## config.mk

```make
export PLATFORM = sky130hd
export DESIGN_NAME = rx_comma_aligner
export DESIGN_NICKNAME = d
export VERILOG_FILES = /design/src/rtl/serdes_pkg.sv /design/src/rtl/comma_detect.sv /design/src/rtl/rx_comma_aligner.sv
export SDC_FILE = /design/constraint.sdc
export NUM_CORES = 1
export LEC_CHECK = 0
export BUFFER_PORTS_ARGS = -buffer_cell sky130_fd_sc_hd__buf_2
export CORE_ASPECT_RATIO = 0.6
export CORE_MARGIN = 4
export CORE_UTILIZATION = 50
export CTS_CLUSTER_SIZE = 16
export DETAILED_ROUTE_END_ITERATION = 12
export PLACE_DENSITY_LB_ADDON = 0.15
export SYNTH_ARGS = -nofsm -noshare
export SYNTH_HDL_FRONTEND = slang
export SYNTH_HIERARCHICAL = 1
export SYNTH_SLANG_ARGS = --single-unit
export TNS_END_PERCENT = 30
```

## constraint.sdc

```tcl
create_clock -name CRC_CKL -period 2.4 [get_ports CRC_CKL]
set_clock_uncertainty 0.05 [all_clocks]
set_input_delay 0.36 -clock CRC_CKL [delete_from_list [all_inputs] [get_ports CRC_CKL]]
set_output_delay 0.36 -clock CRC_CKL [all_outputs]
set_load 0.02 [all_outputs]
```

## src/rtl/serdes_pkg.sv

```systemverilog
`default_nettype none
// ============================================================================
//  Module      : serdes_pkg
//  Description : Shared comma codes, phase width and aligner state encoding.
//  Revision    : 1.0 - initial release
// ============================================================================
package serdes_pkg;

    // K28.5 in both running disparities, bit 0 is the first bit on the line
    localparam logic [9:0] COMMA_RDM = 10'h17C;
    localparam logic [9:0] COMMA_RDP = 10'h283;

    localparam int PHASE_W = 4;

    typedef enum logic [1:0] {
        SEARCH   = 2'd0,
        ALIGNING = 2'd1,
        LOCKED   = 2'd2
    } state_t;

endpackage
`default_nettype wire

```

## src/rtl/comma_detect.sv

```systemverilog
`default_nettype none
// ============================================================================
//  Module      : comma_detect
//  Description : Combinational K28.5 match on a 10-bit window, either disparity.
//  Revision    : 1.0 - initial release
// ============================================================================
module comma_detect
    import serdes_pkg::*;
(
    input  logic [9:0] i_window,
    output logic       o_is_comma
);

    assign o_is_comma = (i_window == COMMA_RDM) || (i_window == COMMA_RDP);

endmodule
`default_nettype wire

```

## src/rtl/rx_comma_aligner.sv

```systemverilog
`default_nettype none
// ============================================================================
//  Module      : rx_comma_aligner
//  Description : Serial-to-10b deserializer that locks the word boundary on
//                K28.5 commas and emits aligned words with a valid strobe.
//  Revision    : 1.0 - initial release
// ============================================================================
module rx_comma_aligner
    import serdes_pkg::*;
#(
    parameter int unsigned LOCK_CNT = 3,
    parameter int unsigned LOSS_CNT = 2
) (
    input  logic       CRC_CKL,
    input  logic       RESET,
    input  logic       data_in,
    input  logic       RXPOL,
    output logic [9:0] data_out,
    output logic       word_valid,
    output logic       comma_det,
    output logic       locked,
    output logic       align_err
);

    localparam logic [PHASE_W-1:0] c_PHASE_ONE  = PHASE_W'(1);
    localparam logic [PHASE_W-1:0] c_PHASE_LAST = PHASE_W'(9);
    localparam logic [3:0]         c_LOCK       = 4'(LOCK_CNT);
    localparam logic [3:0]         c_LOSS       = 4'(LOSS_CNT);

    logic [9:0]         r_window;
    logic [PHASE_W-1:0] r_phase;
    state_t             r_state;
    logic [3:0]         r_good_cnt;
    logic [3:0]         r_bad_cnt;

    logic       w_bit;
    logic       w_is_comma;
    logic       w_boundary;
    logic [3:0] w_good_inc;
    logic [3:0] w_bad_inc;

    assign w_bit      = data_in ^ RXPOL;
    assign w_boundary = (r_phase == '0);
    assign w_good_inc = r_good_cnt + 4'd1;
    assign w_bad_inc  = r_bad_cnt + 4'd1;

    comma_detect u_comma_detect (
        .i_window   (r_window),
        .o_is_comma (w_is_comma)
    );

    always_ff @(posedge CRC_CKL) begin
        if (RESET) begin
            r_window   <= '0;
            r_phase    <= '0;
            r_state    <= SEARCH;
            r_good_cnt <= '0;
            r_bad_cnt  <= '0;
            data_out   <= '0;
            word_valid <= 1'b0;
            comma_det  <= 1'b0;
            locked     <= 1'b0;
            align_err  <= 1'b0;
        end else begin
            r_window   <= {w_bit, r_window[9:1]};
            r_phase    <= (r_phase == c_PHASE_LAST) ? '0 : r_phase + c_PHASE_ONE;
            word_valid <= 1'b0;
            comma_det  <= 1'b0;
            align_err  <= 1'b0;

            case (r_state)
                SEARCH: begin
                    if (w_is_comma) begin
                        r_phase    <= c_PHASE_ONE;
                        r_good_cnt <= 4'd1;
                        // A single required comma locks immediately and emits it
                        if (c_LOCK == 4'd1) begin
                            r_state    <= LOCKED;
                            locked     <= 1'b1;
                            r_bad_cnt  <= '0;
                            data_out   <= r_window;
                            word_valid <= 1'b1;
                            comma_det  <= 1'b1;
                        end else begin
                            r_state <= ALIGNING;
                        end
                    end
                end

                ALIGNING: begin
                    if (w_is_comma && w_boundary) begin
                        r_good_cnt <= w_good_inc;
                        if (w_good_inc == c_LOCK) begin
                            r_state    <= LOCKED;
                            locked     <= 1'b1;
                            r_bad_cnt  <= '0;
                            data_out   <= r_window;
                            word_valid <= 1'b1;
                            comma_det  <= 1'b1;
                        end
                    end else if (w_is_comma) begin
                        r_phase    <= c_PHASE_ONE;
                        r_good_cnt <= 4'd1;
                    end
                end

                LOCKED: begin
                    if (w_boundary) begin
                        data_out   <= r_window;
                        word_valid <= 1'b1;
                        comma_det  <= w_is_comma;
                        if (w_is_comma) begin
                            r_bad_cnt <= '0;
                        end
                    end else if (w_is_comma) begin
                        align_err <= 1'b1;
                        r_bad_cnt <= w_bad_inc;
                        if (w_bad_inc == c_LOSS) begin
                            r_state    <= SEARCH;
                            locked     <= 1'b0;
                            r_good_cnt <= '0;
                        end
                    end
                end

                default: begin
                    r_state <= SEARCH;
                    locked  <= 1'b0;
                end
            endcase
        end
    end

endmodule
`default_nettype wire
```

# Word-level counts from Yosys, hierarchy flattened
# Index checks and enable logic that the tools add are counted.
[word_totals]
out_inout_bits = 14
regBits = 38
memories = 0
rom_bits = 0
latchBits = 0
input_bits = 4
mem_bits_rw = 0
[classes]
n_addsub = 3
n_mux = 40
mul = 0
n_eq_ne = 14
n_shift = 0
reduce_logical = 12
n_bitwise = 3
magnitude_cmp = 0
div = 0
[ops]
columns = ["op", "n"]
rows = [
  ["$mux 4", 13],
  ["$mux 10", 3],
  ["$pmux 10 s2", 1],
  ["$pmux 4 s2", 2],
  ["$ne 2x2->1 const B", 7],
  ["$add 4x1->4 const B", 3],
  ["$mux 2", 6],
  ["$pmux 4 s3", 1],
  ["$reduce_and 4->1", 3],
  ["$reduce_and 6->1", 2],
  ["$eq 10x10->1 const B", 1],
  ["$eq 10x9->1 const B", 1],
  ["$mux 1", 10],
  ["$eq 4x2->1 const B", 2],
  ["$pmux 2 s3", 1],
  ["$eq 4x4->1 const B", 1],
  ["$logic_not 4->1", 1],
  ["$pmux 1 s2", 2],
  ["$pmux 1 s3", 1],
  ["$reduce_bool 3->1", 1],
  ["$reduce_or 3->1", 1],
  ["$eq 2x1->1 const B", 1],
  ["$eq 2x2->1 const B", 1],
  ["$logic_not 2->1", 1],
  ["other kinds (5)", 6],
]

# Logic depth before layout (Yosys ltp)
[depth]
word_depth = 6
mapped_depth = 9

# By module
# Netlist, hierarchy kept.
[modules_own_cells]
columns = ["module", "area_per_inst_um2", "cells_each", "seq_area_each_um2", "instances"]
rows = [
  ["rx_comma_aligner", 1803.0, 196, 760.7, 1],
  ["comma_detect", 65.1, 7, 0.0, 1],
]

# Worst setup path after synthesis
# OpenSTA, ideal clock, no wires.
[synth_timing]
kind = "register to register"
start = "register r_window[9]"
end = "register r_good_cnt[0]"
required_time_ns = 2.279
n_path_buf = 0
setup_slack_ns = 0.191
period_less_slack_ns = 2.209
setup_time_ns = 0.071
path_stages_with_launch = 9
arrival_time_ns = 2.088
cell_sequence = "dfxtp_1 > and4bb_1 > nand3_1 > o41ai_2 > nand2_1 > nor2_1 > a21boi_1 > or4b_2 > a21oi_1"
[synth_via]
elab_chain_len = 5
word_cells_on_any_way = 9
[synth_rtl]
columns = ["element", "line", "text"]
rows = [
  ["start, declared", "rx_comma_aligner.sv:30", "logic [9:0] r_window;"],
  ["start signal, assigned", "rx_comma_aligner.sv:65", "r_window <= {w_bit, r_window[9:1]};"],
  ["$eq 10x9->1 / $eq 10x10->1 (equally long branches)", "comma_detect.sv:14", "assign o_is_comma = (i_window == COMMA_RDM) || (i_window == COMMA_RDP);"],
  ["$logic_or 1x1->1 (*)", "comma_detect.sv:14", ""],
  ["via w_is_comma", "rx_comma_aligner.sv:37", "logic w_is_comma;"],
  ["$mux 4 / $logic_and 1x1->1 (equally long branches)", "-", ""],
  ["$mux 4", "rx_comma_aligner.sv:91", "if (w_is_comma && w_boundary) begin"],
  ["$pmux 4 s3", "rx_comma_aligner.sv:71", "case (r_state)"],
  ["end signal, assigned", "rx_comma_aligner.sv:92", "r_good_cnt <= w_good_inc;"],
  ["end, declared", "rx_comma_aligner.sv:33", "logic [3:0] r_good_cnt;"],
]
# Mark *: on every way through the listed nets, which the timed path passes. The rest lies on a longest branch.
# A chain may end at the register's enable or synchronous reset.

# Final worst setup path
[layout_timing]
start = "register r_window[9]"
end = "register r_good_cnt[3]"
# Same word-level chain as after synthesis.

==> key figures <==
STA
  – Crit share post-route: 93.8%
  – Final slew viol count: 0
  – Total negative setup slack: 0 ns
  – Min Tclk post-route: 2.25 ns
  – Setup Viol. Count Final: 0
  – Max Freq: 444 MHz
  – Worst slew margin: 66.9%
  – Worst-Margin Slew: 0.496 ns
  – Fin. Hold Viols: 0

Yosys
  – Syn Inst Count: 203
  – Syn avg cell area: 9.20 µm²
  – Sequential cell area fraction in the yosys report: 40.7%
  – Main combinational cell family by area after synthesis: simple AND/OR/NAND/NOR gates
  – Top FF cell, synth: dfxtp_1
  – Post-Synth Adder-Cell Area: between 8 and 9%
  – Mux cell area share after synthesis: 6.43%
  – Distinct cell type count after synthesis: 45
  – Synth Area in Compound Gates: 16.5%
  – Post-synthesis xor/xnor area fraction: less than 1%
  – Post-Syn Nets: around 220
  – Post-synth EDFFs: 0
  – Seq cells post-synth: 38
  – Synthesis warning total: 6
  – Mapped cell area: 1870 µm²
  – Ys async rst share: 0%
  – Simple-Gate Fraction of Synth Area: 24.0%

Critical path
  – Critical path class: flip-flop to flip-flop
  – Critical path's top delay family: simple AND/OR/NAND/NOR gates
  – Critical Path Start Type: flip-flop
  – WP buf/inv: 0
  – WP data required: approximately 2.6 ns
  – CP arrival: 2.40 ns
  – Worst Path Max Fanout: 4
  – CP max stage cell: or3b_2
  – Crit end category: flip-flop
  – CP Cell Sequence: and4bb_1 -> nand3_1 -> o41ai_4 -> nand2_1 -> nor2_1 -> a21boi_1 -> or3b_2 -> o32ai_1
  – Critical path's largest stage delay: 0.49 ns

Flow run
  – Count of maximum capacitance violations: 0

Clock network
  – H-tree depth: 2
  – CTS tree: done
  – Hold_buf cts: 0
  – Later-pin clock latency in the skew report: between 0.2 and 0.3 ns
  – CTS clk-pin slew, worst paths: ~0.07 ns
  – CTS Buffer Depth: 2
  – Num Clock Sinks: 38
  – Num CTS Buffers: 5
  – Setup Buffers After CTS: 0
  – Post-CTS Resized: 0
  – Clock root buffer master: clkbuf_8

Die
  – Die extent in x: 86.9 µm
  – Starting density of the core: 54.6%
  – Die ar.: 4810 µm²
  – # rows: 16
  – Ports: 18
  – Die height: 55.3 µm
  – Core Area: 3420 µm²

Routing
  – Initial DRC count: between 100 and 150
  – Drt pass-1 iters: 4
  – Vias per inst: 5.52
  – Routed len/inst: 14.3 µm
  – Post-route ant nets: 0
  – Routed Wire Length: roughly 3900 µm
  – Vias after detailed routing: 1497
  – # DRC: 0

Cells and area
  – Commonest cells after routing, fill and taps aside: 37 x dfxtp_1, 19 x nor2_1, 17 x buf_2, 16 x a21oi_1, 13 x nor2b_1
  – Fraction of final layout cells sized beyond drive strength 1: between 10% and 20%
  – Antenna cells: 0
  – Commonest non-fill, non-tap cell in the layout: dfxtp_1
  – Area Growth Syn to Fin: 14.3%
  – Final Instance Count excl. Fillers: around 270
  – Fillcell total: 298
  – # nets final: 241

Global routing
  – Number of antenna violations at the first check in global routing: 0
  – GRT overflow: 0
  – Vias in the first global route: 1352
  – Largest net degree at the start of global routing: 20
  – Global-route wire length before repair: between 6000 and 7000 µm
  – Total track usage: 17.0%

Placed design
  – Dpl cells: 263
  – GPL Wtd Cong: between 0.9 and 1
  – DP HPWL: 2840 µm
  – IO buf count: 17

Pwr
  – Pwr Total: ~1.2 mW
  – Cell Pwr Density: 566 nW/µm²
  – Peak VDD IR: approximately 0.38 mV
  – Leakage power total: 0.917 nW

Hold path
  – HP Class: input pin to flip-flop

Status
  – Status: finished clean
[registers in the layout, indices dropped and copies added (netlist names)]
| register | cells |
|---|---|
| align_err | 1 |
| word_valid | 1 |
| r_phase | 4 |
| r_window | 10 |
| r_bad_cnt | 4 |
| data_out | 10 |
| comma_det | 1 |
| locked | 1 |
| r_state | 2 |
| r_good_cnt | 4 |
[final timing paths]
check | startpoint | to | slack (ns) | depth (start not counted)
min | data_in | r_window[9] | 0.25 | 3
max | r_window[9] | r_good_cnt[3] | 0.15 | 8
min reg2reg | locked | locked | 0.42 | 1
max reg2reg | r_window[9] | r_good_cnt[3] | 0.15 | 8
[stage by stage]
stage	hold WS, ns	setup slack [ns]	utilization, %	area (µm²)
after floorplan	0.413	0.191	-	1870
after global placement	0.401	0.176	59.1	2020
after detailed placement	0.407	0.0827	59.1	2020
after CTS	0.246	0.0507	61.8	2120
after global routing	0.319	-0.0337	62.4	2140
final	0.253	0.148	62.4	2140
[report_power, final]
group	switching, mW	leakage [nW]	total [mW]	internal [mW]
logic	0.0638	0.562	0.104	0.0404
registers	0.0104	0.308	0.651	0.640
clock network	0.223	0.0472	0.453	0.231
[tightest hold or removal path: stages]
cell and delay (ns):
buf_2 0.09, xnor2_1 0.05, nor2_1 0.07
[routing by layer]
layer  global-route usage [%]  part of all wire (%)
met4                     7.11                   1.6
met2                     21.9                    39
met3                     4.46                   7.0
met5                        0                     0
met1                     25.7                    53
[logic make-up (layout without fill, tap and decap cells)]
| family | Yosys count | in the layout |
|---|---|---|
| simple gates | 80 | 80 |
| compound gates | 42 | 42 |
| flops | 38 | 38 |
| buf+inv | 18 | 41 |
| fa+ha+maj | 12 | 12 |
| mux | 12 | 12 |
| xor+xnor | 1 | 1 |
[area by class of cell]
cell class                 count  area, µm²  share of cell area (%)
multi-input combinational    147       1050                    49.4
clock buffer                   6       82.6                    3.87
inverter                      10       37.5                    1.76
clock inverter                 2       12.5                   0.586
tap                           45       56.3                    2.64
sequential                    38        762                    35.7
timing repair buffer          23        130                    6.09
[Yosys cell counts (all sizes together) (2+ instances only)]
| cell type | count | share of area, % |
|---|---|---|
| a21boi | 3 | 1.2 |
| a21oi | 17 | 4.8 |
| and3 | 4 | 1.3 |
| and3b | 2 | 0.94 |
| buf | 2 | 0.54 |
| clkbuf | 6 | 1.2 |
| dfxtp | 38 | 41 |
| ha | 12 | 8.0 |
| inv | 10 | 2.0 |
| mux2i | 12 | 6.4 |
| nand2 | 12 | 2.4 |
| nand2b | 2 | 0.67 |
| nand3 | 6 | 1.6 |
| nor2 | 19 | 3.8 |
| nor2b | 13 | 4.4 |
| nor3 | 8 | 2.1 |
| nor3b | 3 | 1.2 |
| o21a | 2 | 0.80 |
| o21ai | 6 | 1.6 |
| o32ai | 2 | 0.94 |
| o41ai | 4 | 3.3 |
| or4b | 2 | 1.3 |
Power figures use the tool's default switching activity.
